<file path="config.mk">
export PLATFORM = sky130hd
export DESIGN_NAME = commit_ring_ctrl
export DESIGN_NICKNAME = d
export VERILOG_FILES = /design/src/rtl/commit_ring_ctrl.sv
export SDC_FILE = /design/constraint.sdc
export NUM_CORES = 1
export LEC_CHECK = 0
export ABC_CLOCK_PERIOD_IN_PS = 18800
export BUFFER_PORTS_ARGS = -buffer_cell sky130_fd_sc_hd__buf_2
export CAP_MARGIN = 20
export CORE_AREA = 2 2 105 107
export DETAILED_ROUTE_END_ITERATION = 12
export DIE_AREA = 0 0 107 109
export GPL_ROUTABILITY_DRIVEN = 1
export HOLD_SLACK_MARGIN = 0.1
export PLACE_DENSITY = 0.94
export SYNTH_ARGS = -nofsm -noshare
export SYNTH_HDL_FRONTEND = slang
export SYNTH_SLANG_ARGS = --single-unit
export TNS_END_PERCENT = 20
</file>
<file path="constraint.sdc">
create_clock -name clk -period 18.8 [get_ports clk]
set_input_delay 0.94 -clock clk [delete_from_list [all_inputs] [get_ports clk]]
set_output_delay 0.94 -clock clk [all_outputs]
set_load 0.1 [all_outputs]
</file>
<file path="src/rtl/commit_ring_ctrl.sv">
// commit_ring_ctrl
//
// Allocation and retirement controller for one hart's ring of NCOMMIT commit
// stations. Rename reads next_start and current_available and returns the
// number of stations it claims each clock. Completed stations retire in
// program order, up to NRETIRE per clock, and are published as a one-hot
// mask so the scoreboards can drop stale renames. Branch mispredicts and
// traps rewind the allocation pointer.
//
// Ports:
//   clk, reset              clock, synchronous active-high reset
//   alloc_count             stations rename allocates this clock (0..2*NDEC)
//   commit_done             per-station completion level
//   commit_br_enable/addr   mispredict: stations younger than addr discarded
//   commit_trap_br_enable/addr  trap: addr and everything younger discarded
//   next_start              next station to allocate (out pointer)
//   current_available       free stations (NCOMMIT - count)
//   commit_reg              stations retired on the previous edge (one-hot)
//   retire_count            popcount of commit_reg
//   ring_empty, ring_full   occupancy flags
module commit_ring_ctrl #(
    parameter int NCOMMIT  = 32,
    parameter int LNCOMMIT = 5,
    parameter int NDEC     = 4,
    parameter int NRETIRE  = 4
) (
    input  logic                         clk,
    input  logic                         reset,
    input  logic [LNCOMMIT-1:0]          alloc_count,
    input  logic [NCOMMIT-1:0]           commit_done,
    input  logic                         commit_br_enable,
    input  logic [LNCOMMIT-1:0]          commit_br_addr,
    input  logic                         commit_trap_br_enable,
    input  logic [LNCOMMIT-1:0]          commit_trap_br_addr,
    output logic [LNCOMMIT-1:0]          next_start,
    output logic [LNCOMMIT:0]            current_available,
    output logic [NCOMMIT-1:0]           commit_reg,
    output logic [$clog2(NRETIRE+1)-1:0] retire_count,
    output logic                         ring_empty,
    output logic                         ring_full
);

    localparam int                RCW       = $clog2(NRETIRE + 1);
    localparam logic [LNCOMMIT:0] FULL_CNT  = (LNCOMMIT + 1)'(NCOMMIT);
    localparam logic [LNCOMMIT:0] RET_MAX   = (LNCOMMIT + 1)'(NRETIRE);
    localparam logic [LNCOMMIT:0] ALLOC_MAX = (LNCOMMIT + 1)'(2 * NDEC);

    // Ring state
    logic [LNCOMMIT-1:0] in_ptr;
    logic [LNCOMMIT-1:0] out_ptr;
    logic [LNCOMMIT:0]   count;

    // Next-state / decision signals
    logic [LNCOMMIT-1:0] in_ptr_nxt;
    logic [LNCOMMIT-1:0] out_ptr_nxt;
    logic [LNCOMMIT:0]   count_nxt;
    logic [LNCOMMIT-1:0] trap_dist;
    logic [LNCOMMIT-1:0] br_dist;
    logic                trap_ok;
    logic                br_ok;
    logic                alloc_ok;
    logic [LNCOMMIT:0]   ret_limit;
    logic [LNCOMMIT:0]   ret_k;
    logic [NCOMMIT-1:0]  ret_mask;
    logic                ret_run;
    logic [LNCOMMIT-1:0] slot;

    // Distance of a station from the oldest live one; wraps with the index width.
    function automatic logic [LNCOMMIT-1:0] ring_dist(input logic [LNCOMMIT-1:0] idx,
                                                      input logic [LNCOMMIT-1:0] base);
        return idx - base;
    endfunction

    function automatic logic [LNCOMMIT:0] min_cnt(input logic [LNCOMMIT:0] a,
                                                  input logic [LNCOMMIT:0] b);
        return (a < b) ? a : b;
    endfunction

    assign next_start        = out_ptr;
    assign current_available = FULL_CNT - count;
    assign ring_empty        = (count == '0);
    assign ring_full         = (count == FULL_CNT);

    // ---- Stage: flush qualification and in-order retire selection ----
    always_comb begin
        trap_dist = ring_dist(commit_trap_br_addr, in_ptr);
        br_dist   = ring_dist(commit_br_addr, in_ptr);
        // A flush only counts when its station is live; the trap outranks the branch.
        trap_ok   = commit_trap_br_enable && ({1'b0, trap_dist} < count);
        br_ok     = commit_br_enable && ({1'b0, br_dist} < count) && !trap_ok;

        // Never retire a station that the flush in this same clock discards.
        ret_limit = min_cnt(count, RET_MAX);
        if (trap_ok) begin
            ret_limit = min_cnt(ret_limit, {1'b0, trap_dist});
        end else if (br_ok) begin
            ret_limit = min_cnt(ret_limit, {1'b0, br_dist} + 1'b1);
        end

        ret_k    = '0;
        ret_mask = '0;
        ret_run  = 1'b1;
        slot     = in_ptr;
        for (int i = 0; i < NRETIRE; i++) begin
            slot = in_ptr + LNCOMMIT'(i);
            // The run stops at the first incomplete station to keep program order.
            if (ret_run && ((LNCOMMIT + 1)'(i) < ret_limit) && commit_done[slot]) begin
                ret_mask[slot] = 1'b1;
                ret_k          = ret_k + 1'b1;
            end else begin
                ret_run = 1'b0;
            end
        end

        // Availability uses the pre-retire free count; oversize requests are dropped whole.
        alloc_ok = !trap_ok && !br_ok &&
                   ({1'b0, alloc_count} <= current_available) &&
                   ({1'b0, alloc_count} <= ALLOC_MAX);

        in_ptr_nxt = in_ptr + ret_k[LNCOMMIT-1:0];
        if (trap_ok) begin
            out_ptr_nxt = commit_trap_br_addr;
            count_nxt   = {1'b0, trap_dist} - ret_k;
        end else if (br_ok) begin
            out_ptr_nxt = commit_br_addr + 1'b1;
            count_nxt   = {1'b0, br_dist} + 1'b1 - ret_k;
        end else if (alloc_ok) begin
            out_ptr_nxt = out_ptr + alloc_count;
            count_nxt   = count + {1'b0, alloc_count} - ret_k;
        end else begin
            out_ptr_nxt = out_ptr;
            count_nxt   = count - ret_k;
        end
    end

    // ---- Stage: ring state and retire-mask registers ----
    always_ff @(posedge clk) begin
        if (reset) begin
            in_ptr       <= '0;
            out_ptr      <= '0;
            count        <= '0;
            commit_reg   <= '0;
            retire_count <= '0;
        end else begin
            in_ptr       <= in_ptr_nxt;
            out_ptr      <= out_ptr_nxt;
            count        <= count_nxt;
            commit_reg   <= ret_mask;
            retire_count <= ret_k[RCW-1:0];
        end
    end

endmodule

</file>
==> metrics.cfg <==
[sta]
hold_viol=0
setup_tns_ps=0
finalClockSkew_ps=30.40
post-route-period-util_pct=51.54
clock.fmax_mhz=103.2
slew_headroom_pct=21.76
slew_violations=0
setup_ws_ps=9110
period_needed_ps=9690
rsz0062_at_grt=false
setup_viol_count_final=0
tightest_slew_ps=1174

[global_routing]
track_usage_pct=34.33
overflow=0
grt_max_degree=58
antenna_found_initial=0
grt_pass1_wl_mm=31.93
grt_pass1_vias=6344

[routing]
drtIter0Drc=1000
wl_per_cell_um=20.09
vias=6929
drcViolationCount=0
dr.pass1.iters=7
viasPerCell=6.854
wl_mm=20.31
antenna_left=0

[clock_network]
ctsHoldBuffers=0
cts_tree=built
cts_sinks=51
htreeDepth=2
clk_pin_slew_worst_paths_ps=120
cts_made_buffers=5
worstSkewPairLatency_ps=340
clk_path_buf_depth=2
cts_root_buffer=clkbuf_8
ctsResizeCount=0
cts_setup_buffers=0

[worst_hold_path]
hp-class=register to register
whs_path_depth=2

[logic_synthesis]
yosys.area.top_type=dfxtp_1
synth_area_leaders=dfxtp_1, ha_1, mux2i_1
ys_seq_area_share_pct=15.61
synth_ff_type=dfxtp_1
synth_edf_count=0
synth_common_cells=ha_1, nand2_1, inv_1
synth-async-reset-ratio_pct=0
synth_top_area_share_pct=15.61
synthCells=797
ys_warn_count=0
synth_area_per_cell_um2=8.207
synth_area_um2=6541
synth.most_common_cell=ha_1
synth_cell_types=83
ys_seq_elements=51

[setup_path]
startpoint=in_ptr[0]
path_delay_family=compound AO/OA/AOI/OAI gates
cp-endpoint=count[5]
cp.required_ps=19040
path_class=register to register
slowest_stage=dfxtp_2
path_buf_inv=3
timing.rr.start=in_ptr[0]
path_max_fanout=41
critPathLaunchType=register
crit_arrival_ps=9930
r2r-end=count[5]
rr_worst_depth=33
critPathMaxStageDelay_ps=1050
cp.depth=33
r2r_setup_slack_ps=9110
cp-end-kind=register

[die]
die_y_um=109
start_util_pct=61.69
io_pins=99
fp.coreArea_um2=10600
die-area_um2=11660
rows=38
die_w_um=107

[flow_run]
drv_cap=0

[placed_design]
place_congestion=1.017
dp_hpwl_mm=15.21
post-place-ws_ps=9430
io_buffers=98

[finish]
num-fill-cells=890
diodes=0
largest_register_ffs=32
layout.nets=1001
syn_to_final_growth_pct=9.545
layout-drive-gt1-share_pct=17.68

[run_status]
run_status=completed

## per-layer routing
metal  track usage [%]  part of all wire (%)  vias up
li1                  -                     -     3098
met1             45.78                    39     3177
met2             55.14                    44      558
met3             7.531                    13       96
met4             11.97                   3.9        0
met5                 0                     0        -
## stage by stage
step / instance area (µm²) / instances / hold WS, ps / utilization (%)
2_1_floorplan: 6571 / 805 / 588.2 / -
3_3_place_gp: 7063 / 1002 / 502.0 / 66.62
3_5_place_dp: 7063 / 1002 / 523.7 / 66.62
4_1_cts: 7161 / 1010 / 561.3 / 67.54
5_1_grt: 7166 / 1011 / 566.7 / 67.58
6_report: 7166 / 1011 / 575.1 / 67.58
## worst register-to-register path, delay by kind of cell, from the launching register on
kind | cells | cell delay (ps)
AO/OA/AOI/OAI | 15 | 2860
multiplexers | 2 | 720
flip-flops | 1 | 1050
buffers and inverters | 3 | 670
AND/OR/NAND/NOR | 3 | 1140
XOR/XNOR | 3 | 670
adder cells (fa/ha/maj) | 7 | 2470
## cell families after synthesis
group / synth area share (%)
AO/OA/AOI/OAI: 23.01
XOR/XNOR: 6.695
adder cells (fa/ha/maj): 16.56
buffers and inverters: 6.695
flip-flops: 15.61
multiplexers: 11.67
other: 0.1148
AND/OR/NAND/NOR: 19.64
## placed cells by master, fill, tap and decap left out, types with 5 or more instances in the layout
| master | Yosys | routed |
|---|---|---|
| o211ai_1 | 8 | 8 |
| xor2_1 | 14 | 14 |
| a221oi_1 | 5 | 5 |
| mux4_2 | 16 | 16 |
| mux2i_1 | 38 | 38 |
| fa_1 | 11 | 11 |
| ha_1 | 69 | 69 |
| a221o_1 | 8 | 8 |
| nand2_1 | 61 | 61 |
| buf_2 | 11 | 99 |
| nand3_1 | 30 | 30 |
| a22oi_1 | 5 | 5 |
| dfxtp_1 | 51 | 50 |
| buf_4 | 4 | 6 |
| or3_1 | 5 | 5 |
| o21ai_0 | 21 | 21 |
| a31oi_1 | 17 | 17 |
| a211oi_1 | 8 | 8 |
| nand4_1 | 10 | 10 |
| a21o_1 | 16 | 16 |
| xnor2_1 | 36 | 36 |
| nor2b_1 | 19 | 19 |
| a21oi_1 | 45 | 45 |
| nor3_1 | 17 | 17 |
| and2_1 | 8 | 8 |
| and3_1 | 10 | 10 |
| inv_1 | 56 | 56 |
| a32oi_1 | 18 | 18 |
| conb_1 | 2 | 10 |
| nand2b_1 | 11 | 11 |
| a32o_1 | 8 | 8 |
| nor2_1 | 48 | 48 |
| clkbuf_8 | 0 | 5 |
## area by class of cell
class | instances | area [µm²] | share of cell area, %
Clock buffer | 5 | 68.82 | 0.9604
Clock inverter | 3 | 28.78 | 0.4016
Inverter | 58 | 217.7 | 3.038
Multi-Input combinational cell | 649 | 5112 | 71.35
Sequential cell | 51 | 1022 | 14.27
Tap cell | 140 | 175.2 | 2.445
Timing Repair Buffer | 105 | 540.5 | 7.543
## worst min-delay path by stage
stage	from	end
global placement	next_start[3]	next_start[3]
global route	next_start[4]	next_start[4]
detailed placement	next_start[4]	next_start[4]
CTS	next_start[4]	next_start[4]
finish	next_start[3]	next_start[3]
floorplan	count[5]	count[5]
Power is left out: the tool's default activity adds up to more than one toggle a clock period on the data nets, which glitch-free logic cannot reach.
